<file path="src/rtl/branch_resolve_unit_pkg.sv">
// Shared MIPS branch encodings and decode helper for the branch resolve unit.
package branch_resolve_unit_pkg;

  localparam logic [5:0] OP_REGIMM = 6'b000001;
  localparam logic [5:0] OP_BEQ    = 6'b000100;
  localparam logic [5:0] OP_BNE    = 6'b000101;
  localparam logic [5:0] OP_BLEZ   = 6'b000110;
  localparam logic [5:0] OP_BGTZ   = 6'b000111;

  localparam logic [4:0] RT_BLTZ   = 5'b00000;
  localparam logic [4:0] RT_BGEZ   = 5'b00001;
  localparam logic [4:0] RT_BLTZAL = 5'b10000;
  localparam logic [4:0] RT_BGEZAL = 5'b10001;

  localparam logic [63:0] ZERO_WORD = 64'h0;
  localparam logic [1:0]  BHT_INIT  = 2'b01;

  typedef enum logic [2:0] {
    BR_NONE,
    BR_EQ,
    BR_NE,
    BR_GTZ,
    BR_LEZ,
    BR_LTZ,
    BR_GEZ
  } br_kind_e;

  typedef struct packed {
    br_kind_e kind;
    logic     link;
  } br_dec_t;

  function automatic br_dec_t decode_branch(input logic [5:0] op, input logic [4:0] rt);
    br_dec_t d;
    d.kind = BR_NONE;
    d.link = 1'b0;
    case (op)
      OP_BEQ:  d.kind = BR_EQ;
      OP_BNE:  d.kind = BR_NE;
      OP_BLEZ: d.kind = BR_LEZ;
      OP_BGTZ: d.kind = BR_GTZ;
      OP_REGIMM: begin
        case (rt)
          RT_BLTZ:   d.kind = BR_LTZ;
          RT_BGEZ:   d.kind = BR_GEZ;
          RT_BLTZAL: begin
            d.kind = BR_LTZ;
            d.link = 1'b1;
          end
          RT_BGEZAL: begin
            d.kind = BR_GEZ;
            d.link = 1'b1;
          end
          default: d.kind = BR_NONE;
        endcase
      end
      default: d.kind = BR_NONE;
    endcase
    return d;
  endfunction

endpackage

</file>
<file path="src/rtl/branch_resolve_unit_bht.sv">
// Branch history table of 2-bit saturating counters; lookup reads pre-write state.
module bht_2bit
  import branch_resolve_unit_pkg::*;
#(
  parameter int DEPTH = 64,
  parameter int AW    = $clog2(DEPTH)
) (
  input  logic          clk,
  input  logic          resetn,
  input  logic [AW-1:0] lk_idx,
  output logic          lk_taken,
  input  logic          wr_en,
  input  logic [AW-1:0] wr_idx,
  input  logic          wr_taken
);

  logic [1:0] cnt_q [DEPTH];
  logic [1:0] cur_c;
  logic [1:0] cnt_d;

  always_comb begin
    cur_c = cnt_q[wr_idx];
    cnt_d = cur_c;
    if (wr_taken && (cur_c != 2'b11)) begin
      cnt_d = cur_c + 2'b01;
    end else if (!wr_taken && (cur_c != 2'b00)) begin
      cnt_d = cur_c - 2'b01;
    end
  end

  always_ff @(posedge clk or negedge resetn) begin
    if (!resetn) begin
      for (int i = 0; i < DEPTH; i++) begin
        cnt_q[i] <= BHT_INIT;
      end
    end else if (wr_en) begin
      cnt_q[wr_idx] <= cnt_d;
    end
  end

  assign lk_taken = cnt_q[lk_idx][1];

endmodule

</file>
<file path="src/rtl/branch_resolve_unit.sv">
// MIPS branch resolution: combinational compare, one output register stage,
// 2-bit BHT training and saturating branch/mispredict statistics.
module branch_resolve_unit
  import branch_resolve_unit_pkg::*;
#(
  parameter int DW        = 32,
  parameter int BHT_DEPTH = 64,
  parameter int CNT_W     = 16
) (
  input  logic             clk,
  input  logic             resetn,
  input  logic             in_valid,
  output logic             in_ready,
  input  logic [5:0]       in_op,
  input  logic [4:0]       in_rt,
  input  logic [DW-1:0]    in_a,
  input  logic [DW-1:0]    in_b,
  input  logic [DW-1:0]    in_pc,
  input  logic [15:0]      in_imm16,
  input  logic             in_pred_taken,
  input  logic             flush,
  output logic             out_valid,
  input  logic             out_ready,
  output logic             out_is_branch,
  output logic             out_taken,
  output logic             out_mispredict,
  output logic             out_link_en,
  output logic [DW-1:0]    out_target,
  output logic [DW-1:0]    out_redirect_pc,
  output logic [DW-1:0]    out_link_addr,
  input  logic [DW-1:0]    lk_pc,
  output logic             lk_taken,
  output logic [CNT_W-1:0] branch_cnt,
  output logic [CNT_W-1:0] mispredict_cnt
);

  localparam int            AW   = $clog2(BHT_DEPTH);
  localparam logic [DW-1:0] ZERO = ZERO_WORD[DW-1:0];

  br_dec_t       dec_c;
  logic          is_branch_c, taken_c, mis_c;
  logic          a_neg, a_zero, eq_c;
  logic [DW-1:0] imm_ext, target_c, link_c;
  logic          accept, bht_wr;
  logic          unused_lk_pc;

  logic          valid_q, valid_d;
  logic          is_br_q, is_br_d;
  logic          taken_q, taken_d;
  logic          mis_q, mis_d;
  logic          link_en_q, link_en_d;
  logic [DW-1:0] target_q, target_d;
  logic [DW-1:0] redirect_q, redirect_d;
  logic [DW-1:0] link_addr_q, link_addr_d;
  logic [CNT_W-1:0] br_cnt_q, br_cnt_d;
  logic [CNT_W-1:0] mis_cnt_q, mis_cnt_d;

  assign dec_c  = decode_branch(in_op, in_rt);
  assign a_neg  = in_a[DW-1];
  assign a_zero = (in_a == ZERO);
  assign eq_c   = (in_a == in_b);

  always_comb begin
    taken_c = 1'b0;
    case (dec_c.kind)
      BR_EQ:   taken_c = eq_c;
      BR_NE:   taken_c = !eq_c;
      BR_GTZ:  taken_c = !a_neg && !a_zero;
      BR_LEZ:  taken_c = a_neg || a_zero;
      BR_LTZ:  taken_c = a_neg;
      BR_GEZ:  taken_c = !a_neg;
      default: taken_c = 1'b0;
    endcase
  end

  assign is_branch_c = (dec_c.kind != BR_NONE);
  assign mis_c       = is_branch_c && (taken_c != in_pred_taken);

  // Word offset: sign-extend the 16-bit immediate and scale by 4.
  assign imm_ext  = {{(DW-18){in_imm16[15]}}, in_imm16, 2'b00};
  assign target_c = in_pc + DW'(4) + imm_ext;
  assign link_c   = in_pc + DW'(8);

  assign in_ready = (!valid_q || out_ready) && !flush;
  assign accept   = in_valid && in_ready;
  assign bht_wr   = accept && is_branch_c;

  bht_2bit #(
    .DEPTH (BHT_DEPTH),
    .AW    (AW)
  ) u_bht (
    .clk      (clk),
    .resetn   (resetn),
    .lk_idx   (lk_pc[AW+1:2]),
    .lk_taken (lk_taken),
    .wr_en    (bht_wr),
    .wr_idx   (in_pc[AW+1:2]),
    .wr_taken (taken_c)
  );

  assign unused_lk_pc = ^{lk_pc[DW-1:AW+2], lk_pc[1:0]};

  always_comb begin
    valid_d     = valid_q;
    is_br_d     = is_br_q;
    taken_d     = taken_q;
    mis_d       = mis_q;
    link_en_d   = link_en_q;
    target_d    = target_q;
    redirect_d  = redirect_q;
    link_addr_d = link_addr_q;
    br_cnt_d    = br_cnt_q;
    mis_cnt_d   = mis_cnt_q;

    if (flush) begin
      valid_d = 1'b0;
    end else if (accept) begin
      valid_d     = 1'b1;
      is_br_d     = is_branch_c;
      taken_d     = taken_c;
      mis_d       = mis_c;
      link_en_d   = dec_c.link;
      target_d    = target_c;
      redirect_d  = taken_c ? target_c : link_c;
      link_addr_d = link_c;
    end else if (out_ready) begin
      valid_d = 1'b0;
    end

    if (bht_wr && (br_cnt_q != {CNT_W{1'b1}})) begin
      br_cnt_d = br_cnt_q + CNT_W'(1);
    end
    if (bht_wr && mis_c && (mis_cnt_q != {CNT_W{1'b1}})) begin
      mis_cnt_d = mis_cnt_q + CNT_W'(1);
    end
  end

  always_ff @(posedge clk or negedge resetn) begin
    if (!resetn) begin
      valid_q     <= 1'b0;
      is_br_q     <= 1'b0;
      taken_q     <= 1'b0;
      mis_q       <= 1'b0;
      link_en_q   <= 1'b0;
      target_q    <= ZERO;
      redirect_q  <= ZERO;
      link_addr_q <= ZERO;
      br_cnt_q    <= '0;
      mis_cnt_q   <= '0;
    end else begin
      valid_q     <= valid_d;
      is_br_q     <= is_br_d;
      taken_q     <= taken_d;
      mis_q       <= mis_d;
      link_en_q   <= link_en_d;
      target_q    <= target_d;
      redirect_q  <= redirect_d;
      link_addr_q <= link_addr_d;
      br_cnt_q    <= br_cnt_d;
      mis_cnt_q   <= mis_cnt_d;
    end
  end

  assign out_valid       = valid_q;
  assign out_is_branch   = is_br_q;
  assign out_taken       = taken_q;
  assign out_mispredict  = mis_q;
  assign out_link_en     = link_en_q;
  assign out_target      = target_q;
  assign out_redirect_pc = redirect_q;
  assign out_link_addr   = link_addr_q;
  assign branch_cnt      = br_cnt_q;
  assign mispredict_cnt  = mis_cnt_q;

endmodule

</file>
<file path="config.mk">
export PLATFORM = sky130hd
export DESIGN_NAME = branch_resolve_unit
export DESIGN_NICKNAME = d
export VERILOG_FILES = /design/src/rtl/branch_resolve_unit_pkg.sv /design/src/rtl/branch_resolve_unit_bht.sv /design/src/rtl/branch_resolve_unit.sv
export SDC_FILE = /design/constraint.sdc
export NUM_CORES = 1
export LEC_CHECK = 0
export ABC_CLOCK_PERIOD_IN_PS = 9950
export CAP_MARGIN = 25
export CORE_ASPECT_RATIO = 0.5
export CORE_MARGIN = 2
export CORE_UTILIZATION = 28
export DETAILED_ROUTE_END_ITERATION = 10
export PLACE_DENSITY = 0.46
export SLEW_MARGIN = 5
export SYNTH_ARGS = -nofsm -noshare
export SYNTH_HDL_FRONTEND = slang
export SYNTH_SLANG_ARGS = --single-unit
</file>
<file path="constraint.sdc">
create_clock -name clk -period 9.95 [get_ports clk]
set_input_delay 2.985 -clock clk [delete_from_list [all_inputs] [get_ports clk]]
set_output_delay 2.985 -clock clk [all_outputs]
set_load 0.01 [all_outputs]
</file>
Word level (Yosys, flattened, before mapping)
Index checks and enable logic that the tools add are counted.

storage, ports and cells
  register bits after elaboration = 261
  input bits = 161
  logic and storage cells = 154

cells by class
  add/sub/neg operators = 7
  magnitude comparators = 3
  eq/ne operators = 19
  muxes and demuxes = 20
  bitwise operators = 3
  reductions and logical operators = 28

operators with widths
  cell                     count
  $bwmux W128              1
  $add A16 B1 Y16 const B  2
  $add A32 B3 Y32 const B  1
  $add A32 B32 Y32         1
  $add A32 B4 Y32 const B  1
  $eq A32 B32 Y1           1
  $logic_not A32 Y1        1
  $mux W32                 1
  $ne A16 B16 Y1 const B   2
  $bmux W2 S6              2
  $eq A6 B3 Y1 const B     4
  $pmux W3 S5              1
  $ge A7 B7 Y1 const B     2
  $mux W2                  7
  $not A6 Y7               2
  $demux W2 S6             1
  $logic_and A1 B1 Y1      11
  $eq A5 B5 Y1 const B     2
  $eq A3 B3 Y1 const B     3
  $lt A7 B1 Y1 const B     1
  $eq A3 B2 Y1 const B     2
  $eq A6 B1 Y1 const B     1
  $logic_not A1 Y1         6
  $pmux W1 S6              1
  other kinds (15)         23

Longest topological paths before layout
Gate-level depths: netlist of run 1.

  word-level depth = 11
  mapped depth = 16
  gate-level depth less buffers = 14

Cells and area by module
Synthesis of run 1 repeated with hierarchy kept, for this count alone.

unflattened totals
  cell total of the unflattened synthesis = 1702
  area total of the unflattened synthesis = 16169.3 µm²

modules (own cells, without submodules)
  module               times used  cells an instance  area an instance (µm²)
  branch_resolve_unit  1           888                8124.0
  bht_2bit             1           814                8045.2

Worst setup path before layout of run 1
Ideal clock, no wire load.

  kind = input to output
  start = in lk_pc[2]
  end = out lk_taken
  arrival = 5.425 ns
  data required time = 6.965 ns
  path slack = 1.540 ns
  stages = 5
  buffers on the path = 2
  cells stage by stage = clkbuf_1 buf_1 mux4_2 mux4_2 mux4_2

on the way
  cells in the longest elaborated chain, start to end = 4

ends and longest elaborated chain
  item                                        RTL line                       source
  start: declaration                          branch_resolve_unit.sv:31      input logic [DW-1:0] lk_pc,
  $not A6 Y7 (not written as such)            branch_resolve_unit_bht.sv:41  assign lk_taken = cnt_q[lk_idx][1];
  $bmux W2 S6                                 branch_resolve_unit_bht.sv:41
  $mux W2 (not written as such) (2 in a row)  branch_resolve_unit_bht.sv:41
  end: declaration                            branch_resolve_unit.sv:32      output logic lk_taken,

Every way passes these cells. The select of a mux whose other input is x is not followed.

Final worst setup path of run 1
Same ends and word-level chain as after synthesis.

==> impl_metrics.yaml, run 1 <==
status:
  status: "finished clean"
yosys:
  synth_area_leaders: "dfrtp_1 33%, dfstp_2 11%, nand2_1 9.3%, mux4_2 7.6%, ha_1 5.5%"
  syn_area_per_cell_sq_um: 9.72
  synth_flop_cell: "dfrtp_1"
  synth.distinct_cells: 72
  syn_area_sq_um: 14700
  synth-edff-count: 0
  syn-num-nets: 1745
  synth_async_sr_flop_share_pct: 100
  synthCells: 1518
  yosysSeqAreaShare_pct: 44.2
  yosysWarnings: 0
  ys_ff_latch: 257
  yosysTopAreaCellShare_pct: 32.7
  synth_area_leader_cell: "dfrtp_1"
sta:
  setup_tns_ns: 0
  max_slew_margin_pct: 30.5
  min_period_over_period_pct: 89.2
  rsz0062_at_grt: "false"
  skew_ns: 0.0113
  setup_violations: 0
  period_minus_slack_ns: 8.88
  worstMarginPinSlew_ns: 1.03
  max_freq_ghz: 0.113
  finalMaxSlewViolations: 0
  hold_violations: 0
global_routing:
  grt_pass1_vias: 12000
  antenna_found_initial: 1
  grt_first_pass_wirelength_um: 75600
  gr-total-overflow: 0
  grt_usage_pct: 17.9
  grt_max_degree: 152
setup_path:
  cp.required_ns: 6.97
  worstReg2RegStart: "u_bht.cnt_q[48]"
  crit_path_start: "lk_pc[2]"
  criticalPathCategory: "in2out"
  startpoint_type: "input port"
  arrival_ns: 5.89
  endpoint_kind: "output pin"
  cp_max_fo: 16
clock_network:
  clk_latency_ns: 0.58
  numCtsBuffers: 29
  clk_pin_slew_ns: 0.06
  cts_resized: 0
  cts_tree: "done"
  cts.sinks: 257
  root_buffer: "clkbuf_16"
  cts_setup_buffers: 0
  cts-htree-levels: 1
  cts_buffer_depth: 3
  ctsHoldBuffers: 0
route:
  drt_wl_total_um: 49200
  detail_route.vias_per_cell: 4.78
  firstDrtPassIters: 4
  drt_iter0_drc: 768
  ant_nets: 0
  drc: 0
  wl_per_cell_um: 19.8
  vias: 11900
floorplanning:
  die_w_um: 329
  initial_utilization_pct: 28.4
  die_y_um: 166
  ioPinCount: 296
  dieArea_sq_um: 54600
  rows: 59
  coreArea_sq_um: 52000
place:
  gp_congestion: 0.858
  dpl-instance-area_sq_um: 18100
  port_buffers: 269
  dp_hpwl_um: 36100
  dp_cells: 2436
finish:
  mostFrequentLayoutCells: "366 x nand2_1, 266 x clkdlybuf4s50_1, 193 x dfrtp_1"
  area_delta_synth_final_pct: 29.6
  layout.cells.non_filler: 2491
  postLayoutCellArea_sq_um: 19100
  mostFrequentLayoutCell: "nand2_1"
  nets: 1994
  drive_gt1_share_pct: 11.7
run:
  maxCapViolations: 0
power_and_ir_drop:
  power.density_nw_per_um2: 157
  p_leak_nw: 7.76
  ir_drop_mv: 0.113
hold_path:
  hold_class: "reg2reg"
  hold_path_startpoint: "u_bht.cnt_q[8]"
per-layer routing:
layer / up-vias / GRT usage, % / wire (um)
met5: - / 0 / 0
met4: 0 / 4.03 / 1090
met3: 52 / 2.04 / 1170
met2: 158 / 30.5 / 24400
met1: 5817 / 24.3 / 22600
li1: 5890 / - / -
Yosys cell counts, types with 3 or more instances:
cell	number
nand2_1	367
dfrtp_1	193
o21ai_0	115
o21ai_1	89
xor2_1	67
ha_1	65
dfstp_2	64
nor2_1	63
mux4_2	50
xnor2_1	50
clkbuf_1	40
a21oi_1	37
nand3_1	28
nor3_1	23
a21o_1	18
nand4_1	18
nor4_1	18
and3_1	16
inv_1	16
mux2i_1	16
mux2_2	14
buf_4	13
buf_1	10
o211ai_1	10
o31ai_1	10
nor2b_1	9
and2_1	8
and4_1	7
buf_6	7
a31oi_1	5
a221o_1	4
a41oi_1	4
buf_2	4
or2_2	4
a211oi_1	3
a21boi_0	3
a221oi_1	3
a311oi_1	3
or3_1	3
logic make-up after synthesis:
| kind of cell | share of synthesized area, % |
|---|---|
| compound gates | 13.1 |
| xor+xnor | 7.13 |
| fa+ha+maj | 5.65 |
| buf+inv | 3.06 |
| flops | 44.2 |
| mux | 9.94 |
| simple gates | 16.9 |
per-stage QoR:
stage | setup WS, ns | hold WS (ns) | power, mW | util (%)
6_report | 1.07 | 0.461 | 3.00 | 36.8
3_5_place_dp | 1.03 | 0.453 | 1.89 | 34.9
4_1_cts | 1.03 | 0.462 | 3.05 | 36.8
5_1_grt | 0.994 | 0.477 | 3.15 | 36.8
3_3_place_gp | 1.04 | 0.451 | 1.89 | 34.8
2_1_floorplan | 1.54 | 0.441 | 1.51 | -
cell type report:
type | instances | area [sq um]
fillers | 5304 | 32900
multi-input cells | 1169 | 7800
flip-flops and latches | 257 | 6510
repair buffers | 292 | 2880
well taps | 701 | 877
clock buffers | 46 | 840
clock inverters | 7 | 128
inverters | 18 | 67.6
diodes | 1 | 2.50
power breakdown:
group | leakage (nW) | internal, mW | switching, mW
Clock | 0.468 | 0.656 | 0.480
Combinational | 4.09 | 0.319 | 0.364
Sequential | 3.20 | 1.13 | 0.0517
path summary, 6_finish.rpt:
kind / depth (start not counted) / slack (ns) / end
max in group asynchronous: 2 / 6.15 / out_link_addr[20]
worst min-delay path: 2 / 0.46 / u_bht.cnt_q[8]
worst max register to register: 12 / 5.70 / u_bht.cnt_q[72]
min in group asynchronous: 1 / 2.42 / branch_cnt[8]
worst min register to register: 2 / 0.46 / u_bht.cnt_q[8]
worst max-delay path: 6 / 1.07 / lk_taken
worst max-delay path, cell delays in order:
cell             delay (ns)
clkdlybuf4s50_1        0.46
buf_4                  0.32
mux4_2                 0.61
mux4_2                 0.48
mux4_2                 0.53
clkdlybuf4s50_1        0.50
sequential cells by signal, summed over array words and instances (netlist names):
name / flops
branch_cnt: 16
mispredict_cnt: 16
out_is_branch: 1
out_link_addr: 30
out_link_en: 1
out_mispredict: 1
out_redirect_pc: 30
out_taken: 1
out_target: 32
out_valid: 1
u_bht.cnt_q: 128
Note: power is estimated with default switching activity, not from simulation.
==> run 2, diff against run 1 <==
Settings changed: ABC_CLOCK_PERIOD_IN_PS 9950 to 10400, HOLD_SLACK_MARGIN set to 0.12.
Clock period 9.95 ns to 10.4 ns, I/O delays scaled along.
==> impl_metrics.yaml, run 2 (synthesis results as in run 1) <==
setup_path:
  cp.buffers_inverters: 3
  cp.required_ns: 7.28
  critPathTopFamily: "multiplexers"
  criticalPathCategory: "in2out"
  slowest_stage: "mux4_2"
  critical-path-max-stage-delay_ns: 0.62
  endpoint_kind: "output pin"
  startpoint_type: "input port"
  arrival_ns: 6.10
  crit_top_cell: "mux4_2"
  crit_chain: "clkdlybuf4s50_1, buf_4, mux4_2, mux4_2, mux4_2, clkdlybuf4s50_1"
  r2r_setup_slack_ns: 6.35
  cp_max_fo: 16
clock_network:
  cts_buffer_depth: 3
  root_buffer: "clkbuf_16"
  cts-htree-levels: 1
  cts_setup_buffers: 0
  clk_pin_slew_ns: 0.06
  cts.sinks: 257
  numCtsBuffers: 28
  clk_latency_ns: 0.58
  cts_tree: "done"
  ctsHoldBuffers: 0
  cts_resized: 0
floorplanning:
  dieArea_sq_um: 54600
  coreArea_sq_um: 52000
  die_w_um: 329
  initial_utilization_pct: 28.4
  ioPinCount: 296
  die_y_um: 166
  rows: 59
global_routing:
  grt_first_pass_wirelength_um: 75800
  antenna_found_initial: 0
  grt_pass1_vias: 12200
  gr-total-overflow: 0
  grt_max_degree: 142
  grt_usage_pct: 17.9
place:
  gp_congestion: 0.869
  dp_hpwl_um: 35600
  dpl-instance-area_sq_um: 18200
  port_buffers: 269
hold_path:
  hold_class: "reg2reg"
sta:
  max_slew_margin_pct: 31.5
  max_freq_ghz: 0.108
  skew_ns: 0.0212
  finalMaxSlewViolations: 0
  hold_violations: 0
  min_period_over_period_pct: 88.7
  period_minus_slack_ns: 9.22
  worstMarginPinSlew_ns: 1.02
  setup_tns_ns: 0
  rsz0062_at_grt: "false"
  setup_violations: 0
finish:
  regMostFlops: "u_bht.cnt_q"
  mostFrequentLayoutCells: "366 x nand2_1, 266 x clkdlybuf4s50_1, 193 x dfrtp_1"
  num_antenna_cells: 0
  postLayoutCellArea_sq_um: 19200
  area_delta_synth_final_pct: 30.4
  nFillCells: 5292
  drive_gt1_share_pct: 12.3
  mostFrequentLayoutCell: "nand2_1"
  largest_register_ffs: 128
  nets: 1994
route:
  wl_per_cell_um: 19.6
  drt_iter0_drc: 651
  firstDrtPassIters: 5
  detail_route.vias_per_cell: 4.77
  ant_nets: 0
  vias: 11900
  drc: 0
  drt_wl_total_um: 48900
power_and_ir_drop:
  ir_drop_mv: 0.116
  p_leak_nw: 7.81
  power.density_nw_per_um2: 152
run:
  maxCapViolations: 0
status:
  status: "finished clean"
run 2: cell count changes in the layout (fill, tap and decap cells not counted), sizes merged:
cell	previous run	this run
clkinv	2	5
bufinv	3	5
buf	25	27
clkbuf	47	38
inv	19	18
diode	1	0
clkinvlp	1	4
run 2: worst paths after layout:
path / from / end / cells past startpoint
worst max-delay path: lk_pc[2] / lk_taken / 6
worst min-delay path: u_bht.cnt_q[64] / u_bht.cnt_q[64] / 2
worst max register to register: u_bht.cnt_q[48] / u_bht.cnt_q[100] / 13
worst min register to register: u_bht.cnt_q[64] / u_bht.cnt_q[64] / 2
max in group asynchronous: resetn / out_redirect_pc[20] / 2
min in group asynchronous: resetn / branch_cnt[8] / 1
run 2: layout make-up:
class | count | area [sq um] | share of cell area, %
timing repair buffer | 293 | 2920 | 15.2
clock inverter | 14 | 216 | 1.13
multi-input combinational | 1169 | 7800 | 40.6
sequential | 257 | 6510 | 33.9
inverter | 18 | 67.6 | 0.351
tap | 701 | 877 | 4.56
clock buffer | 38 | 828 | 4.31
run 2: metal layers:
| metal | vias to the layer above | track usage [%] | wire length, um |
|---|---|---|---|
| met5 | - | 0 | 0 |
| met4 | 0 | 5.24 | 1520 |
| met3 | 73 | 2.50 | 1580 |
| met2 | 179 | 29.6 | 23300 |
| met1 | 5732 | 24.2 | 22500 |
| li1 | 5905 | - | - |
run 2: report_power, final:
part / switching [mW] / total (mW) / internal [mW]
Clock: 0.458 / 1.14 / 0.682
Combinational: 0.353 / 0.661 / 0.308
Sequential: 0.0484 / 1.13 / 1.08
Total: 0.859 / 2.93 / 2.07
run 2: worst register-to-register path: stages (launching register included):
cell,delay [ns]
dfstp_2,0.37
mux4_2,0.47
a41oi_1,0.23
a21oi_1,0.07
a311oi_1,0.27
nand3_1,0.16
nor4_4,0.53
inv_1,0.10
ha_1,0.24
mux2i_1,0.34
xor2_4,0.50
buf_16,0.24
buf_4,0.29
o21ai_0,0.16
run 2: through the flow:
step / utilization (%) / std cells / hold WS (ns) / power, mW / setup WS [ns]
final: 37.0 / 2490 / 0.462 / 2.93 / 1.18
after global routing: 37.0 / 2490 / 0.470 / 3.08 / 1.11
after CTS: 37.0 / 2489 / 0.465 / 2.98 / 1.18
after detailed placement: 35.0 / 2437 / 0.455 / 1.81 / 1.18
after global placement: 34.9 / 2433 / 0.449 / 1.81 / 1.20
after floorplan: - / 1518 / 0.441 / 1.45 / 1.72
